<file path="src/rtl/seg_bin_pkg.sv">
`default_nettype none
// ============================================================================
// Module   : seg_bin_pkg
// Purpose  : Shared symbol type, segment encodings and the pattern classifier
//            for the seven-segment binary capture block.
// Revision : 1.0 - initial release
// ============================================================================
package seg_bin_pkg;

  // Decoded meaning of one digit's segment pattern
  typedef enum logic [1:0] {
    SYM_ZERO  = 2'd0,
    SYM_ONE   = 2'd1,
    SYM_BLANK = 2'd2,
    SYM_BAD   = 2'd3
  } sym_t;

  // Active-low segment patterns, bit 7 = a ... bit 1 = g, bit 0 = dp
  localparam logic [7:0] SEG_ZERO  = 8'b00000011;
  localparam logic [7:0] SEG_ONE   = 8'b10011111;
  localparam logic [7:0] SEG_BLANK = 8'hFF;

  // Map a raw segment pattern onto a symbol; anything unrecognised is BAD
  function automatic sym_t classify(input logic [7:0] seg);
    sym_t s;
    case (seg)
      SEG_ZERO:  s = SYM_ZERO;
      SEG_ONE:   s = SYM_ONE;
      SEG_BLANK: s = SYM_BLANK;
      default:   s = SYM_BAD;
    endcase
    return s;
  endfunction

endpackage
`default_nettype wire

</file>
<file path="src/rtl/seg_bin_capture_filter.sv">
`default_nettype none
// ============================================================================
// Module   : seg_digit_filter
// Purpose  : Per-digit debounce. Tracks a candidate symbol and a saturating
//            run length; pulses commit once when the run reaches STABLE_CNT.
// Revision : 1.0 - initial release
// ============================================================================
module seg_digit_filter
  import seg_bin_pkg::*;
#(
  parameter int STABLE_CNT = 4
) (
  input  logic clk,
  input  logic rst_n,
  input  logic sample_en,
  input  sym_t sym,
  output logic commit,
  output sym_t sym_committed
);

  localparam int             CW    = $clog2(STABLE_CNT + 1);
  localparam logic [CW-1:0]  c_sat = CW'(STABLE_CNT);

  sym_t          r_cand;
  logic [CW-1:0] r_cnt;
  logic          w_same;
  logic [CW-1:0] w_cnt_nxt;

  // Next run length: restart at 1 on a new symbol, otherwise count up to saturation
  always_comb begin
    w_same = (sym == r_cand);
    if (!w_same) begin
      w_cnt_nxt = CW'(1);
    end else if (r_cnt == c_sat) begin
      w_cnt_nxt = r_cnt;
    end else begin
      w_cnt_nxt = r_cnt + CW'(1);
    end
  end

  // Commit only on the sample that first reaches saturation, never while already saturated
  assign commit        = sample_en && (w_cnt_nxt == c_sat) && !(w_same && (r_cnt == c_sat));
  assign sym_committed = sym;

  // Candidate and run-length state, advanced only on this digit's qualified samples
  always_ff @(posedge clk) begin
    if (!rst_n) begin
      r_cand <= SYM_BLANK;
      r_cnt  <= '0;
    end else if (sample_en) begin
      r_cand <= sym;
      r_cnt  <= w_cnt_nxt;
    end
  end

endmodule
`default_nettype wire

</file>
<file path="src/rtl/seg_bin_capture.sv">
`default_nettype none
// ============================================================================
// Module   : seg_bin_capture
// Purpose  : Samples a 4-digit multiplexed active-low seven-segment bus,
//            debounces each digit and rebuilds the 4-bit value it displays.
// Revision : 1.0 - initial release
// ============================================================================
module seg_bin_capture
  import seg_bin_pkg::*;
#(
  parameter int SETTLE     = 2,
  parameter int STABLE_CNT = 4
) (
  input  logic       clk,
  input  logic       rst_n,
  input  logic [7:0] seg,
  input  logic [3:0] an,
  output logic [3:0] a,
  output logic       valid,
  output logic [3:0] err,
  output logic       update
);

  localparam int            SW       = (SETTLE > 0) ? $clog2(SETTLE + 1) : 1;
  localparam logic [SW-1:0] c_settle = SW'(SETTLE);

  logic [7:0]    r_seg;
  logic [3:0]    r_an;
  logic [SW-1:0] r_settle;
  logic          w_chg;
  sym_t          w_sym;
  logic [3:0]    w_sample;
  logic [3:0]    w_commit;
  sym_t          w_csym [4];

  logic [3:0]    r_a;
  logic [3:0]    r_ok;
  logic [3:0]    r_err;
  logic          r_update;
  logic [3:0]    w_a_nxt;
  logic [3:0]    w_ok_nxt;
  logic [3:0]    w_err_nxt;
  logic          w_upd_nxt;

  // A change is seen on the edge where the registered copy is about to differ
  assign w_chg = (seg != r_seg) || (an != r_an);
  assign w_sym = classify(r_seg);

  // Input register stage; reset value looks like an idle, blank bus
  always_ff @(posedge clk) begin
    if (!rst_n) begin
      r_seg <= 8'hFF;
      r_an  <= 4'hF;
    end else begin
      r_seg <= seg;
      r_an  <= an;
    end
  end

  // Settle counter: reload on any bus change, then count down to zero and hold
  always_ff @(posedge clk) begin
    if (!rst_n) begin
      r_settle <= c_settle;
    end else if (w_chg) begin
      r_settle <= c_settle;
    end else if (r_settle != '0) begin
      r_settle <= r_settle - SW'(1);
    end
  end

  for (genvar k = 0; k < 4; k++) begin : g_digit
    // Exactly this digit's anode low; any other pattern selects nothing
    localparam logic [3:0] c_sel = ~(4'b0001 << k);

    assign w_sample[k] = (r_settle == '0) && (r_an == c_sel);

    seg_digit_filter #(
      .STABLE_CNT (STABLE_CNT)
    ) u_filter (
      .clk           (clk),
      .rst_n         (rst_n),
      .sample_en     (w_sample[k]),
      .sym           (w_sym),
      .commit        (w_commit[k]),
      .sym_committed (w_csym[k])
    );
  end

  // Apply commits to value/ok/err and decide whether the result deserves an update pulse
  always_comb begin
    w_a_nxt   = r_a;
    w_ok_nxt  = r_ok;
    w_err_nxt = r_err;
    for (int k = 0; k < 4; k++) begin
      if (w_commit[k]) begin
        case (w_csym[k])
          SYM_ZERO: begin
            w_a_nxt[k]   = 1'b0;
            w_ok_nxt[k]  = 1'b1;
            w_err_nxt[k] = 1'b0;
          end
          SYM_ONE: begin
            w_a_nxt[k]   = 1'b1;
            w_ok_nxt[k]  = 1'b1;
            w_err_nxt[k] = 1'b0;
          end
          SYM_BLANK: begin
            w_ok_nxt[k]  = 1'b0;
            w_err_nxt[k] = 1'b0;
          end
          default: begin
            w_ok_nxt[k]  = 1'b0;
            w_err_nxt[k] = 1'b1;
          end
        endcase
      end
    end
    w_upd_nxt = (w_a_nxt != r_a) || ((&w_ok_nxt) && !(&r_ok));
  end

  // Output state registers
  always_ff @(posedge clk) begin
    if (!rst_n) begin
      r_a      <= 4'b0000;
      r_ok     <= 4'b0000;
      r_err    <= 4'b0000;
      r_update <= 1'b0;
    end else begin
      r_a      <= w_a_nxt;
      r_ok     <= w_ok_nxt;
      r_err    <= w_err_nxt;
      r_update <= w_upd_nxt;
    end
  end

  assign a      = r_a;
  assign valid  = &r_ok;
  assign err    = r_err;
  assign update = r_update;

endmodule
`default_nettype wire
</file>
<file path="config.mk">
export PLATFORM = sky130hd
export DESIGN_NAME = seg_bin_capture
export DESIGN_NICKNAME = d
export VERILOG_FILES = /design/src/rtl/seg_bin_pkg.sv /design/src/rtl/seg_bin_capture_filter.sv /design/src/rtl/seg_bin_capture.sv
export SDC_FILE = /design/constraint.sdc
export NUM_CORES = 1
export LEC_CHECK = 0
export BUFFER_PORTS_ARGS = -buffer_cell sky130_fd_sc_hd__buf_2
export CAP_MARGIN = 20
export CORE_MARGIN = 8
export CORE_UTILIZATION = 30
export DETAILED_ROUTE_END_ITERATION = 16
export SYNTH_ARGS = -nofsm -noshare
export SYNTH_HDL_FRONTEND = slang
export SYNTH_SLANG_ARGS = --single-unit
</file>
<file path="constraint.sdc">
create_clock -name clk -period 6.82 [get_ports clk]
set_input_delay 0.341 -clock clk [delete_from_list [all_inputs] [get_ports clk]]
set_output_delay 0.341 -clock clk [all_outputs]
set_load 0.01 [all_outputs]
</file>
# Yosys cells after proc, flatten, opt, wreduce, memory -nomap -nowiden
# Index checks and enable logic that the tools add are counted.
# word_totals
word_cells	103
out_inout_bits	10
register_bits	47
input_bits	14
# classes
muxes	23
eq_ne	24
n_addsub	5
reduce_logical	32
bitwise	1
# op_table
cell	count
$eq A3 B3 Y1 const B	8
$mux W3	8
$logic_and A1 B1 Y1	17
$eq A8 B8 Y1 const B	2
$add A3 B1 Y3 const B	4
$eq A4 B4 Y1 const B	3
$mux W1	10
$eq A2 B2 Y1	4
$eq A8 B2 Y1 const B	1
$ne A4 B4 Y1	2
$ne A8 B8 Y1	1
$pmux W1 S2	4
$reduce_and A4 Y1	2
$pmux W2 S3	1
$logic_not A1 Y1	5
$eq A4 B3 Y1 const B	1
$logic_not A2 Y1	2
$reduce_or A2 Y1	2
$reduce_or A3 Y1	1
$eq A2 B1 Y1 const B	1
$eq A2 B2 Y1 const B	1
$logic_or A1 B1 Y1	2
$reduce_bool A2 Y1	1
$sub A2 B1 Y2 const B	1
$not A1 Y1	1

# Longest topological paths before layout
# logic_depth
depth_word	11
ltp_mapped	11
depth_no_buf	9

# By module
# A second synthesis with hierarchy kept.
# hier_totals
cells_unflattened	269
hier_area_um2	2477.4
# by_module_without_submodules
mod	seq_area_each_um2	cells_per_inst	instances	area_each_um2
seg_bin_capture	540.5	127	1	1213.7
seg_digit_filter (g_digit[1].u_filter ...)	100.1	35	3	316.6
seg_digit_filter (g_digit[0].u_filter)	100.1	37	1	314.1

# Least setup slack after synthesis
# OpenSTA, ideal clock, no wires.
# synth_path
path_type	register to register
start	register g_digit[0].u_filter.r_cnt[0]
end	register r_update (netlist: update)
setup_time_ps	60
required_time_ps	6760
stages_incl_launch_ff	10
path_slack_ps	4422
synth_period_minus_slack_ps	2398
arrival_time_ps	2337
path_buffers	0
path_cell_list	dfxtp_1 -> inv_1 -> ha_1 -> or3b_1 -> a211o_1 -> or2_2 -> a2111oi_0 -> nor3_1 -> o221ai_1 -> a32o_1
# synth_between
elab_chain_len	10
elab_cells_between_ends	15
cone_classes	1 x add/sub; 3 x eq/ne; 4 x mux; 7 x reduce/logical
# synth_rtl
element	line	text
from (decl)	seg_bin_capture_filter.sv:25	logic [CW-1:0] r_cnt;
from (signal assigned)	seg_bin_capture_filter.sv:52	r_cnt <= w_cnt_nxt;
$add A3 B1 Y3 or $eq A3 B3 Y1 (tied branches)	seg_bin_capture_filter.sv:37, seg_bin_capture_filter.sv:34, seg_bin_capture_filter.sv:42	
$mux W3	seg_bin_capture_filter.sv:34	end else if (r_cnt == c_sat) begin
$mux W3	seg_bin_capture_filter.sv:32	if (!w_same) begin
$eq A3 B3 Y1	seg_bin_capture_filter.sv:42	assign commit = sample_en && (w_cnt_nxt == c_sat) && !(w_same && (r_cnt == c_sat));
$logic_and A1 B1 Y1	seg_bin_capture_filter.sv:42	
$logic_and A1 B1 Y1 (*)	seg_bin_capture_filter.sv:42	
$mux W1	seg_bin_capture.sv:95	if (w_commit[k]) begin
$reduce_and A4 Y1	seg_bin_capture.sv:118	w_upd_nxt = (w_a_nxt != r_a) || ((&w_ok_nxt) && !(&r_ok));
$logic_and A1 B1 Y1	seg_bin_capture.sv:118	
$logic_or A1 B1 Y1 (*)	seg_bin_capture.sv:118	
to (signal assigned)	seg_bin_capture.sv:132	r_update <= w_upd_nxt;
to (decl)	seg_bin_capture.sv:39	logic r_update;
# Mark *: on every way between the ends. The rest lies on a longest branch, timed or not.
# A chain may end at the register's enable or synchronous reset.

# Worst setup path in the final report
# layout_path
start	register g_digit[3].u_filter.r_cnt[0]
end	register r_update (netlist: update)
# layout_between
elab_chain_len	10
elab_cells_between_ends	15
cone_classes	1 x add/sub; 3 x eq/ne; 4 x mux; 7 x reduce/logical
# layout_rtl
element	line
from (decl)	seg_bin_capture_filter.sv:25
from (signal assigned)	seg_bin_capture_filter.sv:52
$add A3 B1 Y3 or $eq A3 B3 Y1 (tied branches)	seg_bin_capture_filter.sv:37, seg_bin_capture_filter.sv:34, seg_bin_capture_filter.sv:42
$mux W3	seg_bin_capture_filter.sv:34
$mux W3	seg_bin_capture_filter.sv:32
$eq A3 B3 Y1	seg_bin_capture_filter.sv:42
$logic_and A1 B1 Y1	seg_bin_capture_filter.sv:42
$logic_and A1 B1 Y1 (*)	seg_bin_capture_filter.sv:42
$mux W1	seg_bin_capture.sv:95
$reduce_and A4 Y1	seg_bin_capture.sv:118
$logic_and A1 B1 Y1	seg_bin_capture.sv:118
$logic_or A1 B1 Y1 (*)	seg_bin_capture.sv:118
# Marked as above.

==> impl_metrics.json <==
{
  "slew_viol_final": 0,
  "areaGrowthSynthToFinish_pct": 11.07,
  "gp_congestion": 0.7989,
  "detail-route-antenna-nets": 0,
  "gr-usage-met2_pct": 16.14,
  "die_h_um": 107.9,
  "clkTransAtPathRegs_ps": 80,
  "drt_iter0_markers": 64,
  "synth_cell_types": 53,
  "totalWireLength_um": 5617,
  "fillCellCount": 862,
  "p_clk_share_pct": 33.1,
  "ys_ff_latch": 47,
  "path_max_fanout": 4,
  "cts_resized": 0,
  "postCtsSetupBuffers": 0,
  "std_cell_rows": 33,
  "setup_viol": 0,
  "cellInternalPower_w": 0.0003589,
  "synth_edf_count": 0,
  "synth-async-reset-ratio_pct": 0,
  "num_vias": 2112,
  "cts_hold_buf": 0,
  "seq_power_share_pct": 60.1,
  "layout_commonest_cell": "dfxtp_1",
  "ys_seq_area_share_pct": 37.17,
  "rsz0062_at_grt": "no",
  "required_ps": 7060,
  "clock_skew_ps": 4.240,
  "drc": 0,
  "fin_crit_sh_pct": 40.33,
  "gr-usage-met3_pct": 2.874,
  "fin_util_pct": 34.22,
  "synth_flop_cell": "dfxtp_1",
  "syn-num-nets": 317,
  "start_kind": "register",
  "switching_share_pct": 23.88,
  "viasPerCell": 5.053,
  "top_usage_layer": "met2",
  "slew_headroom_pct": 46.02,
  "htreeDepth": 2,
  "hold_class": "in2reg",
  "synth_area_per_cell_um2": 8.609,
  "p_total_w": 0.0004715,
  "drt-pass1-iter-count": 4,
  "grt_pass1_vias": 2096,
  "gr-total-overflow": 0,
  "clockRootBuffer": "clkbuf_8",
  "die-area_um2": 11630,
  "p_sw_w": 0.0001126,
  "pre_cts_ws_ps": 4121,
  "layout-drive-gt1-share_pct": 12.78,
  "fin_setup_tns_ps": 0,
  "dpl_cell_area_um2": 2739,
  "p_per_area_nw_per_um2": 167.7,
  "grt_pass1_wl_um": 9818,
  "grt_use_met1_pct": 13.42,
  "max_slew.worst_pin.slew_ps": 804.7,
  "postSynthCellCount": 294,
  "grt_max_degree": 27,
  "numCtsBuffers": 5,
  "cp.arrival_ps": 2990,
  "hold_viol_final": 0,
  "track_usage_pct": 10.31,
  "start_util_pct": 30.81,
  "wl_per_cell_um": 13.44,
  "max_freq_mhz": 363.5,
  "clkLatencyLatePin_ps": 300,
  "antenna_found_initial": 0,
  "period_needed_ps": 2751,
  "status": "finished, final reports clean",
  "clk_path_buf_depth": 2,
  "drv_cap": 0,
  "core-area_um2": 8217,
  "crit_type": "reg2reg",
  "clock_sinks": 47,
  "nets": 337,
  "cts_tree": "done",
  "mostFrequentLayoutCells": "47 x dfxtp_1, 32 x nand2_1, 23 x buf_2",
  "dp.final_hpwl_um": 4185,
  "peakVddDrop_mv": 0.07323,
  "numPortBuffers": 23,
  "leakagePower_nw": 1.043,
  "n_antenna_cell": 0,
  "fin_area_um2": 2811,
  "end_kind": "register",
  "ios": 24,
  "yosysWarnings": 0,
  "die_x_um": 107.9,
  "setup_slack_ps": 4069,
  "netlist_area_um2": 2531,
  "p_comb_share_pct": 6.8
}
-- per-stage QoR --
| stage | hold slack (ps) | cells |
|---|---|---|
| 6_report | 247.7 | 418 |
| 5_1_grt | 249.8 | 418 |
| 4_1_cts | 235.2 | 418 |
| 3_5_place_dp | 443.7 | 412 |
| 3_3_place_gp | 440.0 | 412 |
| 2_1_floorplan | 442.5 | 294 |
-- power groups by stage --
stage           logic, W  registers, W  clock network, W
6_report       0.0000320      0.000283          0.000156
5_1_grt        0.0000357      0.000284          0.000174
4_1_cts        0.0000324      0.000283          0.000163
3_5_place_dp   0.0000323      0.000290                 0
2_1_floorplan  0.0000222      0.000288                 0
3_3_place_gp   0.0000322      0.000289                 0
-- cell type report --
| type | instances | area [µm²] | share of cell area, % |
|---|---|---|---|
| multi-input combinational | 222 | 1495 | 53.18 |
| inverter | 15 | 56.30 | 2.003 |
| sequential | 47 | 940.9 | 33.47 |
| tap | 105 | 131.4 | 4.673 |
| clock buffer | 6 | 72.57 | 2.581 |
| timing repair buffer | 23 | 115.1 | 4.094 |
-- cells by family (layout without fill, tap and decap cells) --
group,count (synthesis),count (layout),share of synthesized area (%)
DFF,47,47,37.17
muxes,12,12,4.993
and+or+nand+nor,123,123,27.68
adders and majority gates,9,9,4.449
buffers and inverters,25,44,3.756
AOI/OAI and AO/OA,62,62,16.41
xor gates and xnor gates,16,16,5.537
-- final timing paths --
path / start / end / slack [ps] / cells past startpoint
setup reg to reg: g_digit[3].u_filter.r_cnt[0] / update / 4070 / 9
hold reg to reg: err[2] / err[2] / 450 / 2
setup / recovery: g_digit[3].u_filter.r_cnt[0] / update / 4070 / 9
hold / removal: an[1] / r_an[1] / 250 / 2
-- synth_stat cells, drive strengths merged, types with 2 or more instances --
library cell / count / area (µm²)
mux2: 2 / 26.27
ha: 9 / 112.6
dfxtp: 47 / 940.9
o211ai: 4 / 30.03
o21ai: 7 / 35.03
nor4: 5 / 61.31
or4: 3 / 26.27
inv: 14 / 52.55
nand3b: 5 / 37.54
and3: 2 / 12.51
a2111oi: 4 / 35.03
a22oi: 3 / 27.52
clkbuf: 9 / 33.78
nand4b: 2 / 17.52
nand2: 32 / 120.1
nand3: 7 / 35.03
nand2b: 17 / 106.4
or3b: 3 / 26.28
or2: 2 / 12.51
nand4: 5 / 31.28
a31oi: 6 / 43.79
xnor2: 7 / 61.31
a41oi: 2 / 17.52
a211oi: 3 / 22.52
and4: 3 / 26.28
o22ai: 2 / 12.51
a311oi: 2 / 17.52
mux2i: 10 / 100.1
nor3: 7 / 35.03
xor2: 9 / 78.83
nor2: 20 / 75.07
or3: 4 / 25.02
a21oi: 22 / 110.1
and2: 2 / 12.51
-- critical path, cell delays in order (launching register included) --
cell and delay (ps):
dfxtp_1 390, inv_1 80, ha_1 230, or3b_1 390, a211oi_1 490, inv_1 120
or4_4 450, a31oi_2 160, nor3b_2 210, a32o_1 180
-- sequential cells by signal, summed over array words and instances, names as in the netlist --
register                 count
a                            4
r_settle                     2
g_digit.u_filter.r_cnt      12
err                          4
g_digit.u_filter.r_cand      8
r_ok                         4
r_an                         4
update                       1
r_seg                        8
-- metal layers --
layer	up-vias	share of wire [%]	routed length [µm]
met3	6	5.0	282
met5	-	0	0
li1	1097	-	-
met4	0	1.2	69
met2	45	44	2465
met1	964	50	2800
Power figures use the tool's default switching activity.
